## src/rtl/pe_mac_ws_dbuf.sv

```systemverilog
// pe_mac_ws_dbuf: weight-stationary systolic MAC processing element.
//   Double-buffered weight (shadow shifts in while active computes),
//   2-stage pipeline (multiply, then add), per-sample psum source select,
//   signed/unsigned operands, valid tracking.
//   Optional saturating accumulator: define PE_SAT_EN. Without it the add
//   wraps modulo 2^ACC_W and sat_flag stays 0.
// Ports:
//   clk, rst (sync, active-high), en (global advance; 0 holds everything)
//   w_load/w_in  -> shadow weight, w_swap -> active <= shadow, w_out = shadow
//   in_valid, pixel_in, psum_in, psum_mem_in, psum_sel, clr -> stage 1
//   pixel_out/pixel_valid_out (1 cycle), psum_out/psum_valid_out/sat_flag (2 cycles)
module pe_mac_ws_dbuf #(
  parameter int unsigned DATA_W = 8,
  parameter int unsigned ACC_W  = 32,
  parameter int unsigned SIGNED = 1
) (
  input  logic              clk,
  input  logic              rst,
  input  logic              en,
  input  logic              w_load,
  input  logic [DATA_W-1:0] w_in,
  input  logic              w_swap,
  output logic [DATA_W-1:0] w_out,
  input  logic              in_valid,
  input  logic [DATA_W-1:0] pixel_in,
  input  logic [ACC_W-1:0]  psum_in,
  input  logic [ACC_W-1:0]  psum_mem_in,
  input  logic              psum_sel,
  input  logic              clr,
  output logic [DATA_W-1:0] pixel_out,
  output logic              pixel_valid_out,
  output logic [ACC_W-1:0]  psum_out,
  output logic              psum_valid_out,
  output logic              sat_flag
);

  // One guard bit per operand keeps the unsigned case exact in a signed multiply.
  localparam int unsigned PROD_W = 2 * DATA_W + 2;

  logic [DATA_W-1:0]        w_act;
  logic [DATA_W-1:0]        w_sh;
  logic [ACC_W-1:0]         prod_r;
  logic [ACC_W-1:0]         addend_r;

  logic signed [PROD_W-1:0] pix_ext_c;
  logic signed [PROD_W-1:0] w_ext_c;
  logic signed [PROD_W-1:0] prod_full_c;
  logic [ACC_W-1:0]         prod_acc_c;
  logic [ACC_W-1:0]         addend_c;
  logic [ACC_W-1:0]         sum_c;
  logic                     sat_c;

  assign w_out = w_sh;

  // Operand extension: sign- or zero-extend before the multiply.
  always_comb begin
    pix_ext_c = '0;
    w_ext_c   = '0;
    if (SIGNED != 0) begin
      pix_ext_c = PROD_W'($signed(pixel_in));
      w_ext_c   = PROD_W'($signed(w_act));
    end else begin
      pix_ext_c = PROD_W'(pixel_in);
      w_ext_c   = PROD_W'(w_act);
    end
  end

  assign prod_full_c = pix_ext_c * w_ext_c;
  // Signed cast: sign-extends in signed mode, zero-extends (non-negative) otherwise.
  assign prod_acc_c  = ACC_W'(prod_full_c);

  // Addend select: clr wins over psum_sel.
  always_comb begin
    addend_c = psum_in;
    if (clr)           addend_c = '0;
    else if (psum_sel) addend_c = psum_mem_in;
  end

`ifdef PE_SAT_EN
  logic [ACC_W:0] sum_wide_c;

  // Stage-2 adder with clamp on overflow.
  always_comb begin
    sum_wide_c = {1'b0, addend_r} + {1'b0, prod_r};
    sum_c      = sum_wide_c[ACC_W-1:0];
    sat_c      = 1'b0;
    if (SIGNED != 0) begin
      if ((addend_r[ACC_W-1] == prod_r[ACC_W-1]) &&
          (sum_wide_c[ACC_W-1] != addend_r[ACC_W-1])) begin
        sat_c = 1'b1;
        sum_c = addend_r[ACC_W-1] ? {1'b1, {(ACC_W-1){1'b0}}}
                                  : {1'b0, {(ACC_W-1){1'b1}}};
      end
    end else if (sum_wide_c[ACC_W]) begin
      sat_c = 1'b1;
      sum_c = '1;
    end
  end
`else
  // Stage-2 adder, wraps modulo 2^ACC_W.
  assign sum_c = addend_r + prod_r;
  assign sat_c = 1'b0;
`endif

  // Weight buffers and both pipeline stages.
  always_ff @(posedge clk) begin
    if (rst) begin
      w_act           <= '0;
      w_sh            <= '0;
      prod_r          <= '0;
      addend_r        <= '0;
      pixel_out       <= '0;
      pixel_valid_out <= 1'b0;
      psum_out        <= '0;
      psum_valid_out  <= 1'b0;
      sat_flag        <= 1'b0;
    end else if (en) begin
      if (w_swap) w_act <= w_sh;
      if (w_load) w_sh  <= w_in;
      // pixel_valid_out doubles as the stage-1 valid bit.
      pixel_valid_out <= in_valid;
      if (in_valid) begin
        prod_r    <= prod_acc_c;
        addend_r  <= addend_c;
        pixel_out <= pixel_in;
      end
      psum_valid_out <= pixel_valid_out;
      if (pixel_valid_out) begin
        psum_out <= sum_c;
        sat_flag <= sat_c;
      end
    end
  end

endmodule

```

## config.mk

```make
export PLATFORM = sky130hd
export DESIGN_NAME = pe_mac_ws_dbuf
export DESIGN_NICKNAME = d
export VERILOG_FILES = /design/src/rtl/pe_mac_ws_dbuf.sv
export SDC_FILE = /design/constraint.sdc
export NUM_CORES = 1
export LEC_CHECK = 0
export ABC_AREA = 1
export CAP_MARGIN = 20
export CORE_UTILIZATION = 51
export DETAILED_ROUTE_END_ITERATION = 7
export PLACE_DENSITY = 0.79
export SYNTH_ARGS = -nofsm -noshare
export SYNTH_HDL_FRONTEND = slang
export SYNTH_SLANG_ARGS = --single-unit
```

## constraint.sdc

```tcl
create_clock -name clk -period 4.8 [get_ports clk]
set_input_delay 0.72 -clock clk [delete_from_list [all_inputs] [get_ports clk]]
set_output_delay 0.72 -clock clk [all_outputs]
set_load 0.02 [all_outputs]
```

==> tab_implementation.tex <==
\begin{tabular}{lr}
\hline
Metric & Value \\
\hline
\multicolumn{2}{l}{\textbf{Run status}} \\
Status & completed \\
\multicolumn{2}{l}{\textbf{Place}} \\
HPWL after detailed placement & 20.0 mm \\
Total of buffers placed on input and output ports & 137 \\
Placer Congestion & 0.907 \\
\multicolumn{2}{l}{\textbf{Pwr}} \\
Cell area power density & 227 mW/mm\^{}2 \\
Peak VDD IR & 0.000185 V \\
Static power due to leakage & 6.07 nW \\
Total power after layout & 2.60 mW \\
\multicolumn{2}{l}{\textbf{Logic synthesis}} \\
Post-Synthesis Net Count & 1623 \\
Count of yosys warnings during synthesis & 0 \\
Main flop type after synthesis & dfxtp\_1 \\
Sequential area share after synthesis & 22.8\% \\
Async S/R FF share, synth & 0\% \\
Post-Synthesis Cell Area & 0.00931 sq mm \\
Number of standard cells after synthesis & 1419 \\
Most instantiated cells after synthesis & nand2\_1, inv\_1, nor2\_1 \\
Number of distinct library cell variants in the gate-level netlist after synthesis & 35 \\
Largest area contributor in the netlist & dfxtp\_1 \\
Most frequently used cell type in the post-synthesis netlist & nand2\_1 \\
Post-synth EDFFs & 0 \\
Average cell area after synthesis & 6.56 sq um \\
Share of Yosys cell area claimed by the top area cell type & 22.8\% \\
Flops \& latches, synth & 106 \\
Leading post-synthesis cells by cell area & dfxtp\_1, nand2\_1, fa\_1, inv\_1, ha\_1 \\
\multicolumn{2}{l}{\textbf{Global route}} \\
Wire length of the first global-routing pass & 40.2 mm \\
Via count of the first global-routing pass & 8326 \\
Initial antenna violation count & 0 \\
Pin count of the biggest net entering global routing & 68 \\
Global routing usage summed across all routing layers & 27.6\% \\
Aggregate global routing overflow & 0 \\
\multicolumn{2}{l}{\textbf{Drt}} \\
Aggregate routed wire length & 24.8 mm \\
Number of routed nets with antenna violations & 0 \\
Vias & 8919 \\
Via-to-Cell Ratio & 4.96 \\
Router iterations before antenna repair & 5 \\
Initial DRC Count & 508 \\
DR WL/cell & 13.8 um \\
\# DRC & 0 \\
\multicolumn{2}{l}{\textbf{STA}} \\
Min Clock Period, post-route & 4.61 ns \\
Final setup violation count & 0 \\
Worst clock skew on the final layout & 0.0112 ns \\
Max Clk Rate & 217 MHz \\
Total Neg Setup Slack & 0 ns \\
Final hold viol count & 0 \\
Post-route fraction of the period consumed by the critical path & 96.0\% \\
Tightest slew margin relative to the limit & 31.1\% \\
Worst slew pin tran & 1.03 ns \\
Final-report max-slew violation count & 0 \\
\multicolumn{2}{l}{\textbf{Floorplan}} \\
Die X-Extent & 137 um \\
Die Y-Extent & 137 um \\
Area of the die & 0.0188 sq mm \\
Core Rows & 49 \\
Std-Cell Core Area & 0.0179 sq mm \\
Effective utilization at floorplan & 52.0\% \\
I/O pin count & 139 \\
\multicolumn{2}{l}{\textbf{Layout}} \\
NumNets Final & 1768 \\
Filler cell count & 1716 \\
Area overhead of the layout relative to synthesis & 22.8\% \\
Share of final-layout standard cells stronger than drive strength 1 & 8.67\% \\
Number of diodes & 0 \\
\multicolumn{2}{l}{\textbf{CTS}} \\
Clock Latency Late Sink & 0.36 ns \\
Clock transition at path regs & 0.08 ns \\
Count of hold-fix buffers inserted at cts & 0 \\
Clk Tree Root Cell & clkbuf\_16 \\
CTS tree & yes \\
Longest Clk Path Bufs & 2 \\
Number of clock sinks seen by CTS & 106 \\
Resized cells post-CTS & 0 \\
Number of buffers created by CTS & 9 \\
Post-CTS setup-driven buffer insertion count & 0 \\
H-tree depth reported by CTS & 3 \\
\multicolumn{2}{l}{\textbf{Worst hold path}} \\
Hold/Removal Path Class & reg2reg \\
\multicolumn{2}{l}{\textbf{Setup path}} \\
Type of the worst setup path & in2reg \\
Worst R2R Setup Slack & 0.39 ns \\
Startpoint kind of the worst setup timing path & input port \\
Arrival time at the worst endpoint & 4.87 ns \\
Data required time of the critical path & 5.07 ns \\
Biggest fanout along the worst timing path & 4 \\
Type of destination of the critical path & flip-flop \\
\multicolumn{2}{l}{\textbf{Run}} \\
Max-Cap Viols & 0 \\
\hline
\end{tabular}
-- placed cells by master (no fill, tap or decap), drive strengths merged, types with 48 or more instances in the layout --
master / count
o21ai: 57
nor2: 169
nand2: 393
inv: 298
clkdlybuf4s50: 130
ha: 60
a21oi: 71
fa: 56
nand3: 65
dfxtp: 106
buf: 48
-- sequential cells by signal, indices dropped and copies added (netlist names) --
signal,cells
pixel_out,8
pixel_valid_out,1
psum_valid_out,1
addend_r,32
w_act,8
prod_r,16
w_out,8
psum_out,32
-- critical path, stage by stage --
cell	delay, ns
clkdlybuf4s50_1	0.41
or2_2	0.31
fa_1	0.51
fa_1	0.56
inv_1	0.06
fa_1	0.53
inv_1	0.05
fa_1	0.53
inv_1	0.04
ha_1	0.35
a21oi_2	0.20
nand2_1	0.12
nand2_1	0.08
nand2_1	0.04
nand2_1	0.07
a21oi_1	0.06
nor2_1	0.09
a21o_1	0.11
inv_1	0.03
-- per-layer routing --
metal,track usage [%],routed length (um),part of all wire (%)
met1,37.4,11400,46
met2,44.6,11100,45
met3,4.22,1670,6.8
met5,0,0,0
met4,9.22,558,2.3
-- power breakdown --
part	switching, mW	leakage (nW)	internal, mW
clock	0.377	0.135	0.366
combinational	0.487	5.07	0.402
sequential	0.0422	0.866	0.924
-- metrics by stage --
stage	util (%)	instances	hold WS [ns]	area [sq um]	setup slack, ns
final	63.8	1798	0.466	11400	0.194
after global routing	63.8	1798	0.492	11400	-0.00565
after CTS	63.7	1798	0.469	11400	0.0263
after detailed placement	62.0	1782	0.458	11100	-0.337
after global placement	62.0	1782	0.452	11100	-0.241
after floorplan	-	1419	0.449	9310	0.223
-- logic make-up (layout without fill, tap and decap cells) --
logic type	Yosys count	in the layout	share of synthesized area (%)
mux	32	32	3.87
xor+xnor	23	23	2.16
fa+ha+maj	116	116	20.1
other cells	1	1	0.0403
buf+inv	346	496	14.1
compound gates	139	139	7.80
simple gates	656	656	29.1
flops	106	106	22.8
-- final cells by class --
class                   instances  area, sq um  share of cell area [%]
inverters                     297         1110                    9.76
clock buffers                  10          229                    2.00
clock inverters                 6         62.6                   0.547
well taps                     229          287                    2.51
multi-input cells             967         5890                    51.6
repair buffers                183         1720                    15.0
flip-flops and latches        106         2120                    18.6
-- path summary, 6_finish.rpt --
path / from / end / depth (start not counted)
min reg2reg: psum_valid_out$_SDFFE_PP0P_ / psum_valid_out$_SDFFE_PP0P_ / 2
min: psum_valid_out$_SDFFE_PP0P_ / psum_valid_out$_SDFFE_PP0P_ / 2
max reg2reg: w_act[3]$_SDFFE_PP0P_ / prod_r[14]$_SDFFE_PP0P_ / 18
max: pixel_in[0] / prod_r[10]$_SDFFE_PP0P_ / 19
No activity file was read; power rests on OpenSTA's default activity.
